### config.mk
export PLATFORM = sky130hd
export DESIGN_NAME = pcie_rx_tlp_dispatch_flat
export DESIGN_NICKNAME = d
export VERILOG_FILES = /design/src/rtl/pcie_rx_tlp_dispatch_if.sv /design/src/rtl/pcie_rx_tlp_dispatch.sv /design/src/flat_wrapper.sv
export SDC_FILE = /design/constraint.sdc
export NUM_CORES = 1
export LEC_CHECK = 0
export CAP_MARGIN = 0
export CORE_MARGIN = 5
export CORE_UTILIZATION = 52
export DETAILED_ROUTE_END_ITERATION = 16
export PLACE_DENSITY = 0.77
export SKIP_CTS_REPAIR_TIMING = 1
export SYNTH_ARGS = -nofsm -noshare
export SYNTH_HDL_FRONTEND = slang
export SYNTH_SLANG_ARGS = --single-unit
### constraint.sdc
create_clock -name clk -period 13 [get_ports clk]
set_input_delay 1.95 -clock clk [delete_from_list [all_inputs] [get_ports clk]]
set_output_delay 1.95 -clock clk [all_outputs]
set_load 0.05 [all_outputs]
### src/rtl/pcie_rx_tlp_dispatch_if.sv
// rtl/pcie_rx_tlp_dispatch_if.sv - bus bundle for the RX TLP dispatcher
//
// Purpose: groups the dispatcher's input TLP stream, write port, read-request
// queue, completion port and status outputs into one interface.
// Parameter: ADDR_W - width of wr_addr / rd_req_addr.
// Modports:
//   master - upstream/downstream side: drives hdr, data, sof, bar_hit,
//            rd_req_ready; observes every dispatcher output.
//   slave  - the dispatcher itself.
interface pcie_rx_tlp_dispatch_if #(
  parameter int ADDR_W = 32
);
  logic [127:0]      hdr;
  logic [127:0]      data;
  logic              sof;
  logic [7:0]        bar_hit;

  logic              wr_en;
  logic [ADDR_W-1:0] wr_addr;
  logic [127:0]      wr_data;
  logic [15:0]       wr_be;
  logic [2:0]        wr_bar;

  logic              rd_req_valid;
  logic              rd_req_ready;
  logic [ADDR_W-1:0] rd_req_addr;
  logic [9:0]        rd_req_len;
  logic [7:0]        rd_req_tag;
  logic [15:0]       rd_req_rid;
  logic [7:0]        rd_req_be;
  logic [2:0]        rd_req_bar;

  logic              cpl_valid;
  logic [127:0]      cpl_data;
  logic [7:0]        cpl_tag;
  logic              cpl_last;

  logic [15:0]       drop_cnt;
  logic              rd_ovf;
  logic              err_seq;

  modport master (
    output hdr, data, sof, bar_hit, rd_req_ready,
    input  wr_en, wr_addr, wr_data, wr_be, wr_bar,
    input  rd_req_valid, rd_req_addr, rd_req_len, rd_req_tag, rd_req_rid,
    input  rd_req_be, rd_req_bar,
    input  cpl_valid, cpl_data, cpl_tag, cpl_last,
    input  drop_cnt, rd_ovf, err_seq
  );

  modport slave (
    input  hdr, data, sof, bar_hit, rd_req_ready,
    output wr_en, wr_addr, wr_data, wr_be, wr_bar,
    output rd_req_valid, rd_req_addr, rd_req_len, rd_req_tag, rd_req_rid,
    output rd_req_be, rd_req_bar,
    output cpl_valid, cpl_data, cpl_tag, cpl_last,
    output drop_cnt, rd_ovf, err_seq
  );
endinterface

### src/rtl/pcie_rx_tlp_dispatch.sv
// rtl/pcie_rx_tlp_dispatch.sv - receive-side PCIe TLP dispatcher
//
// Purpose: decodes each normalized TLP header at sof and routes it: MWr payload
// to a registered write port, MRd to a first-word-fall-through request FIFO,
// CplD payload to a completion port. Counts dropped TLPs (saturating), flags
// read-queue overflow and sof arriving mid-payload (both sticky).
// Ports:
//   clk     - clock
//   rst     - synchronous active-high reset
//   bus     - pcie_rx_tlp_dispatch_if.slave (hdr/data/sof/bar_hit in,
//             wr_*, rd_req_*, cpl_*, drop_cnt/rd_ovf/err_seq out,
//             rd_req_ready in)
// Parameters: ADDR_W (address width), RDQ_DEPTH (read FIFO depth, 2^n >= 2).
// Build option: PCIE_RX_CPLD_FWD_EN - when defined, CplD is forwarded to
// cpl_*; otherwise cpl_* are tied to 0 and CplD is dropped as unsupported.
module pcie_rx_tlp_dispatch #(
  parameter int ADDR_W    = 32,
  parameter int RDQ_DEPTH = 8
) (
  input logic                   clk,
  input logic                   rst,
  pcie_rx_tlp_dispatch_if.slave bus
);
  localparam int PW = (RDQ_DEPTH > 1) ? $clog2(RDQ_DEPTH) : 1;

`ifdef PCIE_RX_CPLD_FWD_EN
  typedef enum logic [1:0] {S_IDLE, S_WR_DATA, S_CPL_DATA, S_DROP} state_t;
`else
  typedef enum logic [1:0] {S_IDLE, S_WR_DATA, S_DROP} state_t;
`endif

  typedef struct packed {
    logic [ADDR_W-1:0] addr;
    logic [9:0]        len;
    logic [7:0]        tag;
    logic [15:0]       rid;
    logic [7:0]        be;
    logic [2:0]        bar;
  } rdq_entry_t;

  // ---------------- header decode ----------------
  logic [1:0]        w_fmt;
  logic [4:0]        w_type;
  logic [9:0]        w_len_raw;
  logic [10:0]       w_len_dw;
  logic [8:0]        w_beats;
  logic [63:0]       w_addr64;
  logic [ADDR_W-1:0] w_addr;
  logic [2:0]        w_bar;
  logic              w_bar_any;
  logic              w_is_mwr;
  logic              w_is_mrd;
  logic              w_unused;

  assign w_fmt     = bus.hdr[30:29];
  assign w_type    = bus.hdr[28:24];
  assign w_len_raw = bus.hdr[9:0];
  assign w_len_dw  = (w_len_raw == 10'd0) ? 11'd1024 : {1'b0, w_len_raw};
  assign w_beats   = 9'((w_len_dw + 11'd3) >> 2);
  assign w_bar_any = (bus.bar_hit != 8'd0);
  assign w_is_mwr  = w_fmt[1] && (w_type == 5'd0) && w_bar_any;
  assign w_is_mrd  = bus.sof && !w_fmt[1] && (w_type == 5'd0) && w_bar_any;

  // A zero upper DW means a 32-bit address sits in DW2; otherwise DW2 holds
  // the high half and DW3 the low half of a 64-bit address.
  always_comb begin
    w_addr64 = (bus.hdr[127:96] == 32'd0) ? {32'd0, bus.hdr[95:64]}
                                          : {bus.hdr[95:64], bus.hdr[127:96]};
    w_addr64[1:0] = 2'b00;
  end
  assign w_addr   = w_addr64[ADDR_W-1:0];
  assign w_unused = ^w_addr64;

  // Lowest set bit wins: later (lower-index) assignments override.
  always_comb begin
    w_bar = 3'd0;
    for (int i = 7; i >= 0; i--) begin
      if (bus.bar_hit[i]) w_bar = 3'(i);
    end
  end

`ifdef PCIE_RX_CPLD_FWD_EN
  logic w_is_cpld;
  assign w_is_cpld = (w_fmt == 2'b10) && (w_type == 5'b01010);
`endif

  // ---------------- read-request FIFO ----------------
  rdq_entry_t     r_q_mem [RDQ_DEPTH];
  logic [PW-1:0]  r_q_wp;
  logic [PW-1:0]  r_q_rp;
  logic [PW:0]    r_q_cnt;
  logic           w_q_full;
  logic           w_pop;
  logic           w_push;
  rdq_entry_t     w_q_in;
  rdq_entry_t     w_q_head;

  assign w_q_full = (r_q_cnt == (PW+1)'(RDQ_DEPTH));
  assign w_pop    = (r_q_cnt != '0) && bus.rd_req_ready;
  // A pop in the same cycle frees a slot, so a push into a full FIFO succeeds.
  assign w_push   = w_is_mrd && (!w_q_full || w_pop);

  assign w_q_in.addr = w_addr;
  assign w_q_in.len  = w_len_raw;
  assign w_q_in.tag  = bus.hdr[47:40];
  assign w_q_in.rid  = bus.hdr[63:48];
  assign w_q_in.be   = bus.hdr[39:32];
  assign w_q_in.bar  = w_bar;

  always_ff @(posedge clk) begin
    if (w_push) r_q_mem[r_q_wp] <= w_q_in;
  end

  always_ff @(posedge clk) begin
    if (rst) begin
      r_q_wp  <= '0;
      r_q_rp  <= '0;
      r_q_cnt <= '0;
    end else begin
      if (w_push) r_q_wp <= r_q_wp + 1'b1;
      if (w_pop)  r_q_rp <= r_q_rp + 1'b1;
      r_q_cnt <= r_q_cnt + {{PW{1'b0}}, w_push} - {{PW{1'b0}}, w_pop};
    end
  end

  // Head is zeroed while empty so outputs read 0 out of reset.
  assign w_q_head = (r_q_cnt != '0) ? r_q_mem[r_q_rp] : '0;

  assign bus.rd_req_valid = (r_q_cnt != '0);
  assign bus.rd_req_addr  = w_q_head.addr;
  assign bus.rd_req_len   = w_q_head.len;
  assign bus.rd_req_tag   = w_q_head.tag;
  assign bus.rd_req_rid   = w_q_head.rid;
  assign bus.rd_req_be    = w_q_head.be;
  assign bus.rd_req_bar   = w_q_head.bar;

  // ---------------- payload FSM ----------------
  state_t            r_state;
  logic [ADDR_W-1:0] r_addr;
  logic [10:0]       r_len_dw;
  logic [3:0]        r_fbe;
  logic [3:0]        r_lbe;
  logic [2:0]        r_bar;
  logic [8:0]        r_beats_left;
  logic [7:0]        r_beat_k;

  logic              r_wr_en;
  logic [ADDR_W-1:0] r_wr_addr;
  logic [127:0]      r_wr_data;
  logic [15:0]       r_wr_be;
  logic [2:0]        r_wr_bar;
  logic [15:0]       r_drop_cnt;
  logic              r_rd_ovf;
  logic              r_err_seq;

`ifdef PCIE_RX_CPLD_FWD_EN
  logic [7:0]        r_hdr_tag;
  logic              r_cpl_valid;
  logic [127:0]      r_cpl_data;
  logic [7:0]        r_cpl_tag;
  logic              r_cpl_last;
`endif

  // Byte enables for the current beat: payload DW index is 4k+i.
  logic [15:0] w_be;
  always_comb begin
    w_be = 16'h0;
    for (int i = 0; i < 4; i++) begin
      if ({1'b0, r_beat_k, 2'(i)} >= r_len_dw)
        w_be[4*i +: 4] = 4'h0;
      else if ({r_beat_k, 2'(i)} == 10'd0)
        w_be[4*i +: 4] = r_fbe;
      else if ({1'b0, r_beat_k, 2'(i)} == r_len_dw - 11'd1)
        w_be[4*i +: 4] = r_lbe;
      else
        w_be[4*i +: 4] = 4'hF;
    end
  end

  always_ff @(posedge clk) begin
    if (rst) begin
      r_state      <= S_IDLE;
      r_addr       <= '0;
      r_len_dw     <= '0;
      r_fbe        <= '0;
      r_lbe        <= '0;
      r_bar        <= '0;
      r_beats_left <= '0;
      r_beat_k     <= '0;
      r_wr_en      <= 1'b0;
      r_wr_addr    <= '0;
      r_wr_data    <= '0;
      r_wr_be      <= '0;
      r_wr_bar     <= '0;
      r_drop_cnt   <= '0;
      r_rd_ovf     <= 1'b0;
      r_err_seq    <= 1'b0;
`ifdef PCIE_RX_CPLD_FWD_EN
      r_hdr_tag    <= '0;
      r_cpl_valid  <= 1'b0;
      r_cpl_data   <= '0;
      r_cpl_tag    <= '0;
      r_cpl_last   <= 1'b0;
`endif
    end else begin
      r_wr_en <= 1'b0;
`ifdef PCIE_RX_CPLD_FWD_EN
      r_cpl_valid <= 1'b0;
      r_cpl_last  <= 1'b0;
`endif
      if (r_state != S_IDLE) begin
        if (bus.sof && (r_beats_left != 9'd1)) begin
          // Early sof: abandon the packet, this cycle's data is not a beat.
          r_err_seq <= 1'b1;
          r_state   <= S_IDLE;
        end else begin
          case (r_state)
            S_WR_DATA: begin
              r_wr_en   <= 1'b1;
              r_wr_addr <= r_addr + (ADDR_W'(r_beat_k) << 4);
              r_wr_data <= bus.data;
              r_wr_be   <= w_be;
              r_wr_bar  <= r_bar;
            end
`ifdef PCIE_RX_CPLD_FWD_EN
            S_CPL_DATA: begin
              r_cpl_valid <= 1'b1;
              r_cpl_data  <= bus.data;
              r_cpl_tag   <= r_hdr_tag;
              r_cpl_last  <= (r_beats_left == 9'd1);
            end
`endif
            default: ;
          endcase
          r_beats_left <= r_beats_left - 9'd1;
          r_beat_k     <= r_beat_k + 8'd1;
          if (r_beats_left == 9'd1) r_state <= S_IDLE;
        end
      end

      // New header decode overrides any state update from the final beat.
      if (bus.sof) begin
        r_addr       <= w_addr;
        r_len_dw     <= w_len_dw;
        r_fbe        <= bus.hdr[35:32];
        r_lbe        <= bus.hdr[39:36];
        r_bar        <= w_bar;
        r_beats_left <= w_beats;
        r_beat_k     <= 8'd0;
`ifdef PCIE_RX_CPLD_FWD_EN
        r_hdr_tag    <= bus.hdr[79:72];
`endif
        if (w_is_mwr) begin
          r_state <= S_WR_DATA;
        end else if (w_is_mrd) begin
          r_state <= S_IDLE;
          if (!w_push) begin
            r_rd_ovf <= 1'b1;
            if (r_drop_cnt != 16'hFFFF) r_drop_cnt <= r_drop_cnt + 16'd1;
          end
`ifdef PCIE_RX_CPLD_FWD_EN
        end else if (w_is_cpld) begin
          r_state <= S_CPL_DATA;
`endif
        end else begin
          r_state <= w_fmt[1] ? S_DROP : S_IDLE;
          if (r_drop_cnt != 16'hFFFF) r_drop_cnt <= r_drop_cnt + 16'd1;
        end
      end
    end
  end

  assign bus.wr_en    = r_wr_en;
  assign bus.wr_addr  = r_wr_addr;
  assign bus.wr_data  = r_wr_data;
  assign bus.wr_be    = r_wr_be;
  assign bus.wr_bar   = r_wr_bar;
  assign bus.drop_cnt = r_drop_cnt;
  assign bus.rd_ovf   = r_rd_ovf;
  assign bus.err_seq  = r_err_seq;

`ifdef PCIE_RX_CPLD_FWD_EN
  assign bus.cpl_valid = r_cpl_valid;
  assign bus.cpl_data  = r_cpl_data;
  assign bus.cpl_tag   = r_cpl_tag;
  assign bus.cpl_last  = r_cpl_last;
`else
  assign bus.cpl_valid = 1'b0;
  assign bus.cpl_data  = '0;
  assign bus.cpl_tag   = '0;
  assign bus.cpl_last  = 1'b0;
`endif
endmodule

### src/flat_wrapper.sv
// flat-port wrapper written by rule: the top's interface ports become plain ports
module pcie_rx_tlp_dispatch_flat 
#(
  parameter int ADDR_W    = 32,
  parameter int RDQ_DEPTH = 8
)
  (clk, rst, bus_hdr, bus_data, bus_sof, bus_bar_hit, bus_rd_req_ready, bus_wr_en, bus_wr_addr, bus_wr_data, bus_wr_be, bus_wr_bar, bus_rd_req_valid, bus_rd_req_addr, bus_rd_req_len, bus_rd_req_tag, bus_rd_req_rid, bus_rd_req_be, bus_rd_req_bar, bus_cpl_valid, bus_cpl_data, bus_cpl_tag, bus_cpl_last, bus_drop_cnt, bus_rd_ovf, bus_err_seq);
  pcie_rx_tlp_dispatch_if #(.ADDR_W(ADDR_W)) bus_i ();
  input logic clk;
  input logic rst;
  input wire logic [$bits(bus_i.hdr)-1:0] bus_hdr;
  input wire logic [$bits(bus_i.data)-1:0] bus_data;
  input wire logic [$bits(bus_i.sof)-1:0] bus_sof;
  input wire logic [$bits(bus_i.bar_hit)-1:0] bus_bar_hit;
  input wire logic [$bits(bus_i.rd_req_ready)-1:0] bus_rd_req_ready;
  output wire logic [$bits(bus_i.wr_en)-1:0] bus_wr_en;
  output wire logic [$bits(bus_i.wr_addr)-1:0] bus_wr_addr;
  output wire logic [$bits(bus_i.wr_data)-1:0] bus_wr_data;
  output wire logic [$bits(bus_i.wr_be)-1:0] bus_wr_be;
  output wire logic [$bits(bus_i.wr_bar)-1:0] bus_wr_bar;
  output wire logic [$bits(bus_i.rd_req_valid)-1:0] bus_rd_req_valid;
  output wire logic [$bits(bus_i.rd_req_addr)-1:0] bus_rd_req_addr;
  output wire logic [$bits(bus_i.rd_req_len)-1:0] bus_rd_req_len;
  output wire logic [$bits(bus_i.rd_req_tag)-1:0] bus_rd_req_tag;
  output wire logic [$bits(bus_i.rd_req_rid)-1:0] bus_rd_req_rid;
  output wire logic [$bits(bus_i.rd_req_be)-1:0] bus_rd_req_be;
  output wire logic [$bits(bus_i.rd_req_bar)-1:0] bus_rd_req_bar;
  output wire logic [$bits(bus_i.cpl_valid)-1:0] bus_cpl_valid;
  output wire logic [$bits(bus_i.cpl_data)-1:0] bus_cpl_data;
  output wire logic [$bits(bus_i.cpl_tag)-1:0] bus_cpl_tag;
  output wire logic [$bits(bus_i.cpl_last)-1:0] bus_cpl_last;
  output wire logic [$bits(bus_i.drop_cnt)-1:0] bus_drop_cnt;
  output wire logic [$bits(bus_i.rd_ovf)-1:0] bus_rd_ovf;
  output wire logic [$bits(bus_i.err_seq)-1:0] bus_err_seq;
  assign bus_i.hdr = bus_hdr;
  assign bus_i.data = bus_data;
  assign bus_i.sof = bus_sof;
  assign bus_i.bar_hit = bus_bar_hit;
  assign bus_i.rd_req_ready = bus_rd_req_ready;
  assign bus_wr_en = bus_i.wr_en;
  assign bus_wr_addr = bus_i.wr_addr;
  assign bus_wr_data = bus_i.wr_data;
  assign bus_wr_be = bus_i.wr_be;
  assign bus_wr_bar = bus_i.wr_bar;
  assign bus_rd_req_valid = bus_i.rd_req_valid;
  assign bus_rd_req_addr = bus_i.rd_req_addr;
  assign bus_rd_req_len = bus_i.rd_req_len;
  assign bus_rd_req_tag = bus_i.rd_req_tag;
  assign bus_rd_req_rid = bus_i.rd_req_rid;
  assign bus_rd_req_be = bus_i.rd_req_be;
  assign bus_rd_req_bar = bus_i.rd_req_bar;
  assign bus_cpl_valid = bus_i.cpl_valid;
  assign bus_cpl_data = bus_i.cpl_data;
  assign bus_cpl_tag = bus_i.cpl_tag;
  assign bus_cpl_last = bus_i.cpl_last;
  assign bus_drop_cnt = bus_i.drop_cnt;
  assign bus_rd_ovf = bus_i.rd_ovf;
  assign bus_err_seq = bus_i.err_seq;
  pcie_rx_tlp_dispatch #(.ADDR_W(ADDR_W), .RDQ_DEPTH(RDQ_DEPTH)) u_core (.clk(clk), .rst(rst), .bus(bus_i));
endmodule
[Yosys cells after proc, flatten, opt, wreduce, memory -nomap -nowiden]
Memories as Yosys holds them, arrays and structs flattened. A register that Yosys moved wholly into a read port is not among the register bits.
Index checks and enable logic that the tools add are counted.
Storage, ports and cells
  register bits: 279
  latch bits: 0
  RAM bits: 600
  memory bits (read-only): 0
  input port bits: 268
  logic and storage cells: 116
  memories: 1
Operators by class
  $add $sub $neg: 10
  $mul: 0
  divide/modulo/power cells: 0
  magnitude comparators: 4
  eq/ne operators: 11
  shift-type cells: 0
  muxes and demuxes: 38
  bitwise operators: 4
  reduce and logical (&&, ||, !) cells: 29
Memory list
  u_core.r_q_mem: depth 8, bits a word 75, rd ports 1, clocked after Yosys merged registers in 1, write ports 1, RTL line pcie_rx_tlp_dispatch.sv:88  | rdq_entry_t r_q_mem [RDQ_DEPTH];
Operators with widths (number)
  77-bit two-way mux: 1
  16-bit two-way mux: 3
  10-bit by 11-bit == test with 1-bit output: 4
  10-bit by 11-bit greater-or-equal comparator with 1-bit output: 4
  4-bit two-way mux: 9
  32-bit by 12-bit adder with 32-bit output: 1
  32-bit logical NOT: 1
  32-bit two-way mux: 1
  3-bit two-way mux: 10
  9-bit two-way mux: 3
  16-bit by 1-bit adder with 16-bit output (second input constant): 1
  16-bit != test (second input constant): 1
  2-bit two-way mux: 7
  11-bit by 2-bit adder with 11-bit output (second input constant): 1
  11-bit two-way mux: 1
  11-bit by 1-bit subtractor with 11-bit output (second input constant): 1
  10-bit logical NOT: 1
  9-bit by 1-bit == test with 1-bit output (second input constant): 1
  9-bit by 1-bit != test with 1-bit output (second input constant): 1
  9-bit by 1-bit subtractor with 9-bit output (second input constant): 1
  8-bit by 1-bit adder with 8-bit output (second input constant): 1
  1-bit logical AND: 8
  8-bit logical NOT: 1
  2-bit AND reduction: 4
  19 further kinds: 29

[Longest topological paths before layout]
Gate-level depths: netlist (run 1).
  depth in word-level cells: 8
  mapped depth: 14
  depth with buffers taken out: 12

[Least setup slack after synthesis (run 1)]
No wires, ideal clock.
  path type: input port to flip-flop
  start point: input port bus_hdr[25]
  end point: memory u_core.r_q_mem[0][0] in the netlist's numbering, enable pin
  library setup time: 693 ps
  data arrival time: 10201 ps
  data required time: 12307 ps
  setup slack: 2107 ps
  stages: 5
  path through: or4_1 a211o_1 nor3_1 nand2b_1 nor4_1
On the way
  cells in the longest elaborated chain, start to end: 6
Ends and longest elaborated chain
  start, declared: RTL line flat_wrapper.sv:11  | input wire logic [$bits(bus_i.hdr)-1:0] bus_hdr;
  5-bit logical NOT: RTL line pcie_rx_tlp_dispatch.sv:62  | assign w_is_mrd = bus.sof && !w_fmt[1] && (w_type == 5'd0) && w_bar_any;
  1-bit logical AND (2 in series): RTL line pcie_rx_tlp_dispatch.sv:62
  1-bit logical AND: RTL line pcie_rx_tlp_dispatch.sv:101  | assign w_push = w_is_mrd && (!w_q_full || w_pop);
  1-bit two-way mux: RTL line pcie_rx_tlp_dispatch.sv:111  | if (w_push) r_q_mem[r_q_wp] <= w_q_in;
  1-bit two-way mux (implied by the code): RTL line pcie_rx_tlp_dispatch.sv:111
  end, declared: RTL line pcie_rx_tlp_dispatch.sv:88
Every way passes these cells.

==> results of run 1 <==
## area by class of cell
class                   count  area share [%]
flip-flops and latches    880           53.10
multi-input cells        1530           25.12
repair buffers            550           12.21
clock buffers             103           5.189
well taps                 931           2.617
clock inverters            58           1.420
inverters                  39          0.3289
diodes                      3         0.01687
## flip-flops by register name, indices dropped and copies added (netlist names), 2 cells and up, named ones only
name	cells
u_core.r_q_rp	3
u_core.bus.wr_addr	30
u_core.r_beat_k	8
u_core.bus.drop_cnt	16
u_core.bus.wr_bar	3
u_core.r_addr	30
u_core.r_q_mem	600
u_core.r_beats_left	9
u_core.r_q_wp	3
u_core.r_len_dw	11
u_core.bus.wr_be	16
u_core.bus.wr_data	128
u_core.r_fbe	4
u_core.r_lbe	4
u_core.r_state	2
u_core.r_q_cnt	4
u_core.r_bar	3
## placed cells by master (no fill, tap or decap), types with 35 or more instances in the layout
cell / n
nor3_1: 35
xnor2_1: 45
edfxtp_1: 600
clkdlybuf4s50_1: 519
mux4_2: 150
clkbuf_16: 89
conb_1: 142
nand2_1: 321
a21o_1: 36
inv_1: 38
mux2i_1: 129
nor2_1: 210
dfxtp_1: 277
a21oi_1: 161
## worst max-delay path by stage
stage          cells past startpoint               endpoint   startpoint  slack, ps
5_1_grt                            6    bus_rd_req_addr[25]         flop       6000
6_report                           6    bus_rd_req_addr[10]         flop       6460
2_1_floorplan                      5   u_core.r_q_mem[0][0]  bus_hdr[25]       2110
3_3_place_gp                       8  u_core.r_q_mem[5][19]  bus_hdr[24]       6720
3_5_place_dp                       8  u_core.r_q_mem[5][21]  bus_hdr[24]       6670
4_1_cts                            6     bus_rd_req_addr[7]         flop       6260
## worst register-to-register path: stages, from the launching register on
cell and delay (ps):
dfxtp_1 310, inv_1 70, ha_1 210, nand2b_1 170
and3_1 200, nand2b_1 280, inv_2 170, nand2_1 220
nor2_4 720, buf_4 850
## where the power goes
part | switching (mW) | internal, mW
clock | 1.09 | 1.47
combinational | 1.29 | 0.780
sequential | 0.0657 | 3.01
total | 2.45 | 5.26
## kinds of logic after synthesis
family                   Yosys count  share of synthesized area (%)
XOR/XNOR                          68                          1.655
buffers and inverters            322                          4.961
AO/OA/AOI/OAI                    296                          4.971
multiplexers                     279                          12.97
adder cells (fa/ha/maj)           32                          1.154
AND/OR/NAND/NOR                  713                          8.645
other                              1                        0.01042
flip-flops                       880                          65.63
## per-layer routing
layer	part of all wire (%)	track usage (%)	vias up
met3	7.4	5.672	162
met2	50	45.81	930
li1	-	-	10270
met4	3.1	7.832	14
met1	39	35.73	11620
met5	0.091	0	-
==> reports/qor.txt, run 1 <==
Core Rows: 96
worst IR drop on VDD: 0.1521 mV
register area: 0.02363 mm²
largest net degree at the start of global routing: 106
Hold Crit Class: flop to flop
initial antenna violation count: 10
cell depth of the worst flop-to-flop path: 9
DR vias: 23,000
Synthesis Warnings: 0
final worst slack: 6464 ps
CTS Buffer Depth: 3
critical path type: flop to output pin
Power per Cell Area: 173.1 mW/mm²
RSZ-0062 raised after global routing: false
HP Start: u_core.bus.wr_data[12]
PnR Total Power: 7.707 mW
main area contributors after synthesis: edfxtp_1 50%, dfxtp_1 16%, mux4_2 9.4%
Yosys cell types: 64
root buf cell: clkbuf_16
Overall Global Routing Usage: 27.06%
crit share post-route: 50.28%
share of cells above drive strength 1: 10.89%
fillcell total: 4,943
first-pass GRT wire length: 151.0 mm
Layout Skew: 49.53 ps
delay of the slowest critical-path stage: 950 ps
Mean Syn Cell Area: 13.89 µm²
Hold Path Stages: 2
Slew Viols, Final: 0
fraction of registers with async set/reset: 0%
H-tree lvl count: 3
max_cap viols: 0
Worst EP arrival: 4590 ps
Worst Path Required: 11,050 ps
crit start category: flop
mean routed wirelength per cell: 25.58 µm
Final ANT Viol Nets: 0
Critical Path End Type: output pin
Initial DRC Count: 2,089
#FFs+latches synth: 880
Final Net Count: 3,390
clock slew seen by the registers of the worst setup and hold paths: 60 ps
P_leak: 14.78 nW
wirelength, routed: 104.7 mm
post-route minimum period: 6536 ps
design area: 0.04451 mm²
Syn-to-layout area delta: 23.67%
CTS buffer count: 89
Hold EP: u_core.bus.wr_data[12]
Critical R2R Capture: u_core.r_q_mem[6][41]
Finished Layout Cells: 4,094
setup tns final: 0 ps
transition time at the pin with the least slew margin: 1368 ps
TritonCTS clock tree: yes
pre-CTS WS: 6666 ps
sequential area share after synthesis: 65.63%
R2R Setup Slk: 9380 ps
IO buf count: 521
vias in the first global route: 22,840
# DRC: 0
Peak Freq: 153.0 MHz
worst r2r src: u_core.r_q_cnt[2]
Initial Util: 52.48%
CP Cell Sequence: buf_4 -> buf_4 -> mux4_2 -> mux2i_1 -> nor2_1 -> clkdlybuf4s50_1
height of the die: 273.1 µm
Die ar.: 0.07458 mm²
clk sinks: 880
final setup vio count: 0
num ports: 682
EDFF count, synth: 600
Overflow after GRT: 0
CP Max Fanout: 55
Post-Synthesis Cells: 2,591
RePlAce Congestion: 0.9661
status: finished, final reports clean
cell taking the most area after synthesis: edfxtp_1
Multi-input gate area: 0.01118 mm²
worst skew pair latency: 640 ps
router iterations before antenna repair: 5
Crit path max-delay family: buffers and inverters
vias per std cell: 5.617
relative slew slack: 8.715%
CP most frequent cell: buf_4
Fin Hold WS: 453.7 ps
count leader, synth: edfxtp_1
Synth Flop Type: edfxtp_1
Core ar.: 0.06859 mm²
Synth top cells by count: 600 x edfxtp_1, 321 x nand2_1, 280 x dfxtp_1
Critical-path top delay cell: buf_4
Hold Fails Final Rpt: 0
placed cells: 3,930
die width: 273.1 µm
Final Util: 64.90%
synthesized cell area: 0.03599 mm²
post-DP HPWL: 72.18 mm
post-synth top area share: 50.06%
WP buf/inv: 3
cell area after placement: 0.04156 mm²
Note: power is estimated with default switching activity, not from simulation.
==> run 2, diff against run 1 <==
==> constraint.sdc (replaced) <==
create_clock -name clk -period 6.45 [get_ports clk]
set_input_delay 0.9675 -clock clk [delete_from_list [all_inputs] [get_ports clk]]
set_output_delay 0.9675 -clock clk [all_outputs]
set_load 0.05 [all_outputs]
==> run 2 against run 1 <==
Against the previous run:
- largest power group unchanged
- clock skew is 12 ps lower
- sequential power is 100% higher
- highest routed layer unchanged
- critical endpoint is now bus_rd_req_addr[27]
- sequential share of layout area hardly changed
- hold slack better by 1.2 ps
- largest cell class unchanged
- clock power is 92% higher
- final cell count is 0.20% lower
- routed wire length is 1.0% lower
==> reports/qor.txt, run 2 (synthesis gave the netlist of run 1 again) <==
crit share post-route: 75.01%
Hold Fails Final Rpt: 0 (unchanged)
Crit path max-delay family: buffers and inverters (unchanged)
largest net degree at the start of global routing: 204 (was 106)
die width: 273.1 µm (unchanged)
design area: 0.04449 mm² (was 0.04451 mm²)
Initial DRC Count: 2,256 (was 2,089)
Fin Hold WS: 454.9 ps (was 453.7 ps)
Hold Crit Class: flop to flop (unchanged)
worst r2r src: u_core.r_beats_left[1] (was u_core.r_q_cnt[2])
max FFs per register: 600 (unchanged)
Critical Path End Type: output pin (unchanged)
Power per Cell Area: 344.8 mW/mm² (was 173.1 mW/mm²)
setup tns final: 0 ps (unchanged)
RePlAce Congestion: 0.9477 (was 0.9661)
largest reg by FF count: u_core.r_q_mem (unchanged)
wirelength, routed: 103.7 mm (was 104.7 mm)
router iterations before antenna repair: 6 (was 5)
root buf cell: clkbuf_16 (unchanged)
height of the die: 273.1 µm (unchanged)
DR vias: 22,850 (was 23,000)
first-pass GRT wire length: 151.0 mm (about the same)
H-tree lvl count: 3 (unchanged)
post-DP HPWL: 70.62 mm (was 72.18 mm)
Syn-to-layout area delta: 23.60% (was 23.67%)
Overall Global Routing Usage: 26.96% (was 27.06%)
PnR Total Power: 15.34 mW (was 7.707 mW)
Core Rows: 96 (unchanged)
crit start category: flop (unchanged)
Initial Util: 52.48% (unchanged)
cell area after placement: 0.04172 mm² (was 0.04156 mm²)
relative slew slack: 9.771% (was 8.715%)
final setup vio count: 0 (unchanged)
cell depth of the worst flop-to-flop path: 8 (was 9)
Hold Path Stages: 2 (unchanged)
Slew Viols, Final: 0 (unchanged)
worst skew pair latency: 640 ps (about the same)
Worst Path Required: 5480 ps (was 11,050 ps)
post-route minimum period: 4838 ps
max_cap viols: 0 (unchanged)
CP Cell Sequence: buf_4 -> mux4_2 -> mux2i_1 -> nor2_1 -> clkdlybuf4s50_1 (was buf_4 -> buf_4 -> mux4_2 -> mux2i_1 -> nor2_1 -> clkdlybuf4s50_1)
WP buf/inv: 2 (was 3)
worst IR drop on VDD: 0.2698 mV (was 0.1521 mV)
initial antenna violation count: 5 (was 10)
clock slew seen by the registers of the worst setup and hold paths: 60 ps (about the same)
P_leak: 14.70 nW (was 14.78 nW)
mean routed wirelength per cell: 25.37 µm (was 25.58 µm)
vias in the first global route: 22,970 (was 22,840)
Die ar.: 0.07458 mm² (unchanged)
pre-CTS WS: 1603 ps (was 6666 ps)
Critical-path top delay cell: dfxtp_4 (was buf_4)
critical path type: flop to output pin (unchanged)
vias per std cell: 5.592 (was 5.617)
placed cells: 3,927 (was 3,930)
Final Net Count: 3,385 (was 3,390)
# DRC: 0 (unchanged)
Core ar.: 0.06859 mm² (unchanged)
Final ANT Viol Nets: 0 (unchanged)
clk sinks: 880 (unchanged)
CTS Buffer Depth: 3 (unchanged)
num ports: 682 (unchanged)
IO buf count: 521 (unchanged)
Critical R2R Capture: u_core.bus.wr_addr[14] (was u_core.r_q_mem[6][41])
Overflow after GRT: 0 (unchanged)
Layout Skew: 37.64 ps (was 49.53 ps)
Final Util: 64.86% (was 64.90%)
most common cell after layout, fill and taps aside: edfxtp_1 (unchanged)
Peak Freq: 206.7 MHz
Worst EP arrival: 3870 ps (was 4590 ps)
Hold EP: u_core.bus.wr_data[10] (was u_core.bus.wr_data[12])
delay of the slowest critical-path stage: 1060 ps (was 950 ps)
transition time at the pin with the least slew margin: 1341 ps (was 1368 ps)
most frequent cells in the layout: 600 x edfxtp_1, 519 x clkdlybuf4s50_1, 321 x nand2_1 (unchanged)
TritonCTS clock tree: yes (unchanged)
Finished Layout Cells: 4,086 (was 4,094)
R2R Setup Slk: 3100 ps (was 9380 ps)
CTS buffer count: 87 (was 89)
HP Start: u_core.bus.wr_data[10] (was u_core.bus.wr_data[12])
share of cells above drive strength 1: 10.46% (was 10.89%)
final worst slack: 1612 ps (was 6464 ps)
RSZ-0062 raised after global routing: false (unchanged)
CP Max Fanout: 53 (was 55)
status: finished, final reports clean (unchanged)
-- run 2: metal layers --
layer | part of all wire [%] | global-route usage [%] | vias to the layer above
met5 | 0.064 | 0 | -
met4 | 3.0 | 8.018 | 8
met3 | 7.4 | 5.443 | 163
met2 | 50 | 45.26 | 934
met1 | 40 | 35.97 | 11490
li1 | - | - | 10250
-- run 2: final cells by class --
| cell class | instances | area, µm² |
|---|---|---|
| inverter | 39 | 146.4 |
| timing repair buffer | 547 | 5575 |
| clock buffer | 113 | 2325 |
| sequential | 880 | 23630 |
| antenna | 1 | 2.502 |
| multi-input combinational | 1530 | 11200 |
| tap | 931 | 1165 |
| fill | 4829 | 24100 |
| clock inverter | 45 | 441.7 |
-- run 2: worst max-delay path by stage --
| stage | endpoint | slack [ps] | cells after the start |
|---|---|---|---|
| floorplan | u_core.r_q_mem[4][0] | -1460 | 5 |
| global placement | u_core.r_q_mem[2][65] | 1650 | 9 |
| detailed placement | u_core.r_q_mem[2][65] | 1600 | 9 |
| CTS | bus_rd_req_addr[27] | 1460 | 5 |
| global route | bus_rd_req_addr[27] | 1330 | 5 |
| finish | bus_rd_req_addr[27] | 1610 | 5 |
-- run 2: worst min-delay path, stage by stage, from the launching register on --
cell and delay (ps):
dfxtp_1 310, nand2_1 50, a21oi_1 50
-- run 2: power breakdown --
part / switching (mW) / internal (mW) / leakage [nW] / total, mW
combinational: 2.57 / 1.58 / 5.69 / 4.16
clock: 2.15 / 2.77 / 1.35 / 4.92
sequential: 0.191 / 6.07 / 7.67 / 6.26
total: 4.92 / 10.4 / 14.7 / 15.3
==> run 3, diff against run 2 <==
--- a/config.mk
+++ b/config.mk
@@ -7,9 +7,9 @@
 export LEC_CHECK = 0
 export CAP_MARGIN = 0
 export CORE_MARGIN = 5
-export CORE_UTILIZATION = 52
+export CORE_UTILIZATION = 47
 export DETAILED_ROUTE_END_ITERATION = 16
-export PLACE_DENSITY = 0.77
+export PLACE_DENSITY = 0.73
 export SKIP_CTS_REPAIR_TIMING = 1
 export SYNTH_ARGS = -nofsm -noshare
 export SYNTH_HDL_FRONTEND = slang
==> constraint.sdc (replaced) <==
create_clock -name clk -period 4.05 [get_ports clk]
set_input_delay 0.6075 -clock clk [delete_from_list [all_inputs] [get_ports clk]]
set_output_delay 0.6075 -clock clk [all_outputs]
set_load 0.05 [all_outputs]
==> run 3 against run 2 <==
Against the previous run:
- first-iteration DRC count fell by 16%
- sequential power rose by 56%
- via count rose by 0.26%
- sequential cell count did not move
- utilization fell by 5.3 points
- largest cell class unchanged
- critical path type unchanged
- design area rose by 1.6%
- setup slack got worse by 1400 ps
==> reports/qor.txt, run 3 (synthesis gave the netlist of run 1 again) <==
status: finished, final reports clean (unchanged)
met2 routed WL: 53.09 mm (was 51.71 mm)
Finished Layout Cells: 4,215 (was 4,086)
R2R Setup Slk: 1080 ps (was 3100 ps)
TritonCTS clock tree: yes (unchanged)
final setup vio count: 0 (unchanged)
clock slew seen by the registers of the worst setup and hold paths: 60 ps (about the same)
Internal Power: 17.01 mW (was 10.43 mW)
RSZ-0062 raised after global routing: false (unchanged)
sequential group share of total power: 39.3% (was 40.8%)
Critical R2R Capture: u_core.bus.wr_addr[30] (was u_core.bus.wr_addr[14])
CP Max Fanout: 66 (was 53)
post-route minimum period: 3834 ps
HP Start: bus_sof (was u_core.bus.wr_data[10])
wirelength, routed: 104.9 mm (was 103.7 mm)
post-DP HPWL: 73.22 mm (was 70.62 mm)
die width: 286.7 µm (was 273.1 µm)
Initial Util: 47.39% (was 52.48%)
Power per Cell Area: 550.5 mW/mm² (was 344.8 mW/mm²)
RePlAce Congestion: 0.9276 (was 0.9477)
largest reg by FF count: u_core.r_q_mem (unchanged)
worst skew pair latency: 640 ps (about the same)
Overall Global Routing Usage: 24.83% (was 26.96%)
cell area after placement: 0.04221 mm² (was 0.04172 mm²)
Peak Freq: 260.8 MHz
height of the die: 286.7 µm (was 273.1 µm)
crit share post-route: 94.67%
initial antenna violation count: 6 (was 5)
vias in the first global route: 23,140 (was 22,970)
met3 routed WL: 7.020 mm (was 7.655 mm)
Hold EP: u_core.r_bar[1] (was u_core.bus.wr_data[10])
cell depth of the worst flop-to-flop path: 9 (was 8)
Multi-input gate area: 0.01124 mm² (was 0.01120 mm²)
Overflow after GRT: 0 (unchanged)
Core Rows: 101 (was 96)
worst IR drop on VDD: 0.3895 mV (was 0.2698 mV)
IO buf count: 521 (unchanged)
first-pass GRT wire length: 154.0 mm (was 151.0 mm)
router iterations before antenna repair: 6 (unchanged)
Clk network pwr share: 33.3% (was 32.1%)
Psw: 7.878 mW (was 4.916 mW)
mean routed wirelength per cell: 24.89 µm (was 25.37 µm)
num ports: 682 (unchanged)
most common cell after layout, fill and taps aside: edfxtp_1 (unchanged)
wl on met1: 41.63 mm (was 41.06 mm)
final worst slack: 215.9 ps (was 1612 ps)
clk sinks: 880 (unchanged)
placed cells: 4,048 (was 3,927)
# DRC: 0 (unchanged)
Worst Path Required: 3440 ps (was 5480 ps)
Hold Fails Final Rpt: 0 (unchanged)
transition time at the pin with the least slew margin: 1094 ps (was 1341 ps)
crit start category: flop (unchanged)
Die ar.: 0.08222 mm² (was 0.07458 mm²)
vias per std cell: 5.435 (was 5.592)
combinational power share: 27.5% (was 27.1%)
fillcell total: 5,834 (was 4,829)
share of cells above drive strength 1: 11.68% (was 10.46%)
largest net degree at the start of global routing: 183 (was 204)
P_leak: 15.00 nW (was 14.70 nW)
relative slew slack: 27.06% (was 9.771%)
Critical Path End Type: output pin (unchanged)
worst r2r src: u_core.r_beat_k[0] (was u_core.r_beats_left[1])
CTS Buffer Depth: 3 (unchanged)
sw frac: 31.66% (was 32.04%)
Core ar.: 0.07595 mm² (was 0.06859 mm²)
H-tree lvl count: 3 (unchanged)
Hold Path Stages: 3 (was 2)
Hold Crit Class: input port to flop (was flop to flop)
max FFs per register: 600 (unchanged)
max_cap viols: 0 (unchanged)
CTS buffer count: 91 (was 87)
critical path type: flop to output pin (unchanged)
root buf cell: clkbuf_16 (unchanged)
pre-CTS WS: 381.4 ps (was 1603 ps)
Final ANT Viol Nets: 0 (unchanged)
most frequent cells in the layout: 600 x edfxtp_1, 519 x clkdlybuf4s50_1, 320 x nand2_1 (was 600 x edfxtp_1, 519 x clkdlybuf4s50_1, 321 x nand2_1)
Syn-to-layout area delta: 25.58% (was 23.60%)
Layout Skew: 29.67 ps (was 37.64 ps)
max layer used: met5 (unchanged)
Final Net Count: 3,411 (was 3,385)
design area: 0.04520 mm² (was 0.04449 mm²)
Slew Viols, Final: 0 (unchanged)
register area: 0.02363 mm² (unchanged)
Initial DRC Count: 1,899 (was 2,256)
Fin Hold WS: 367.1 ps (was 454.9 ps)
DR vias: 22,910 (was 22,850)
Worst EP arrival: 3230 ps (was 3870 ps)
[run 3: changes by cell type in the layout (fill, tap and decap cells not counted), moves of 3 or more]
| cell | delta |
|---|---|
| buf_12 | +13 |
| buf_4 | +9 |
| clkinv_2 | +9 |
| clkbuf_1 | -8 |
| clkbuf_16 | +6 |
| clkbuf_8 | +4 |
| inv_6 | -4 |
| nor3_4 | +4 |
| nor3_2 | -3 |
[run 3: layout make-up]
| class | instances | area share [%] |
|---|---|---|
| Sequential cell | 880 | 52.28 |
| Multi-Input combinational cell | 1530 | 24.86 |
| Timing Repair Buffer | 569 | 13.06 |
| Clock buffer | 114 | 5.500 |
| Tap cell | 1030 | 2.851 |
| Clock inverter | 52 | 1.116 |
| Inverter | 39 | 0.3239 |
| Antenna cell | 1 | 0.005536 |
[run 3: worst max-delay path by stage]
| stage | startpoint | endpoint | slack (ps) | cells past startpoint |
|---|---|---|---|---|
| floorplan | bus_hdr[25] | u_core.r_q_mem[0][0] | -580 | 5 |
| global placement | bus_hdr[25] | u_core.r_q_mem[7][67] | 400 | 9 |
| detailed placement | bus_hdr[25] | u_core.r_q_mem[2][67] | 380 | 9 |
| CTS | flop | bus_rd_req_addr[6] | 120 | 5 |
| global route | flop | bus_rd_req_len[6] | 20 | 5 |
| finish | flop | bus_rd_req_len[4] | 220 | 5 |
[run 3: worst max-delay path, stage by stage, from the launching register on]
cell,delay (ps)
dfxtp_4,420
buf_12,450
mux4_2,570
mux2i_1,310
nor2_1,80
clkdlybuf4s50_1,710
[run 3: stage by stage]
step | power, mW | TNS, ps | util [%]
after global placement | 16.79 | 0 | 55.58
after CTS | 25.15 | 0 | 59.51
after floorplan | 14.78 | -58030 | -
after global routing | 25.84 | 0 | 59.52
after detailed placement | 16.87 | 0 | 55.58
final | 24.88 | 0 | 59.52
[run 3: power by group through the flow]
| stage | registers, mW | logic (mW) | clock network, mW |
|---|---|---|---|
| floorplan | 9.93 | 4.85 | 0 |
| global placement | 9.95 | 6.84 | 0 |
| detailed placement | 9.96 | 6.91 | 0 |
| CTS | 9.77 | 6.94 | 8.44 |
| global route | 9.77 | 7.23 | 8.84 |
| finish | 9.77 | 6.84 | 8.28 |
[run 3: routing by layer]
layer	up-vias	track usage [%]
met5	-	0
met4	6	7.116
met2	865	42.57
met1	11600	32.49
met3	134	4.837
li1	10310	-
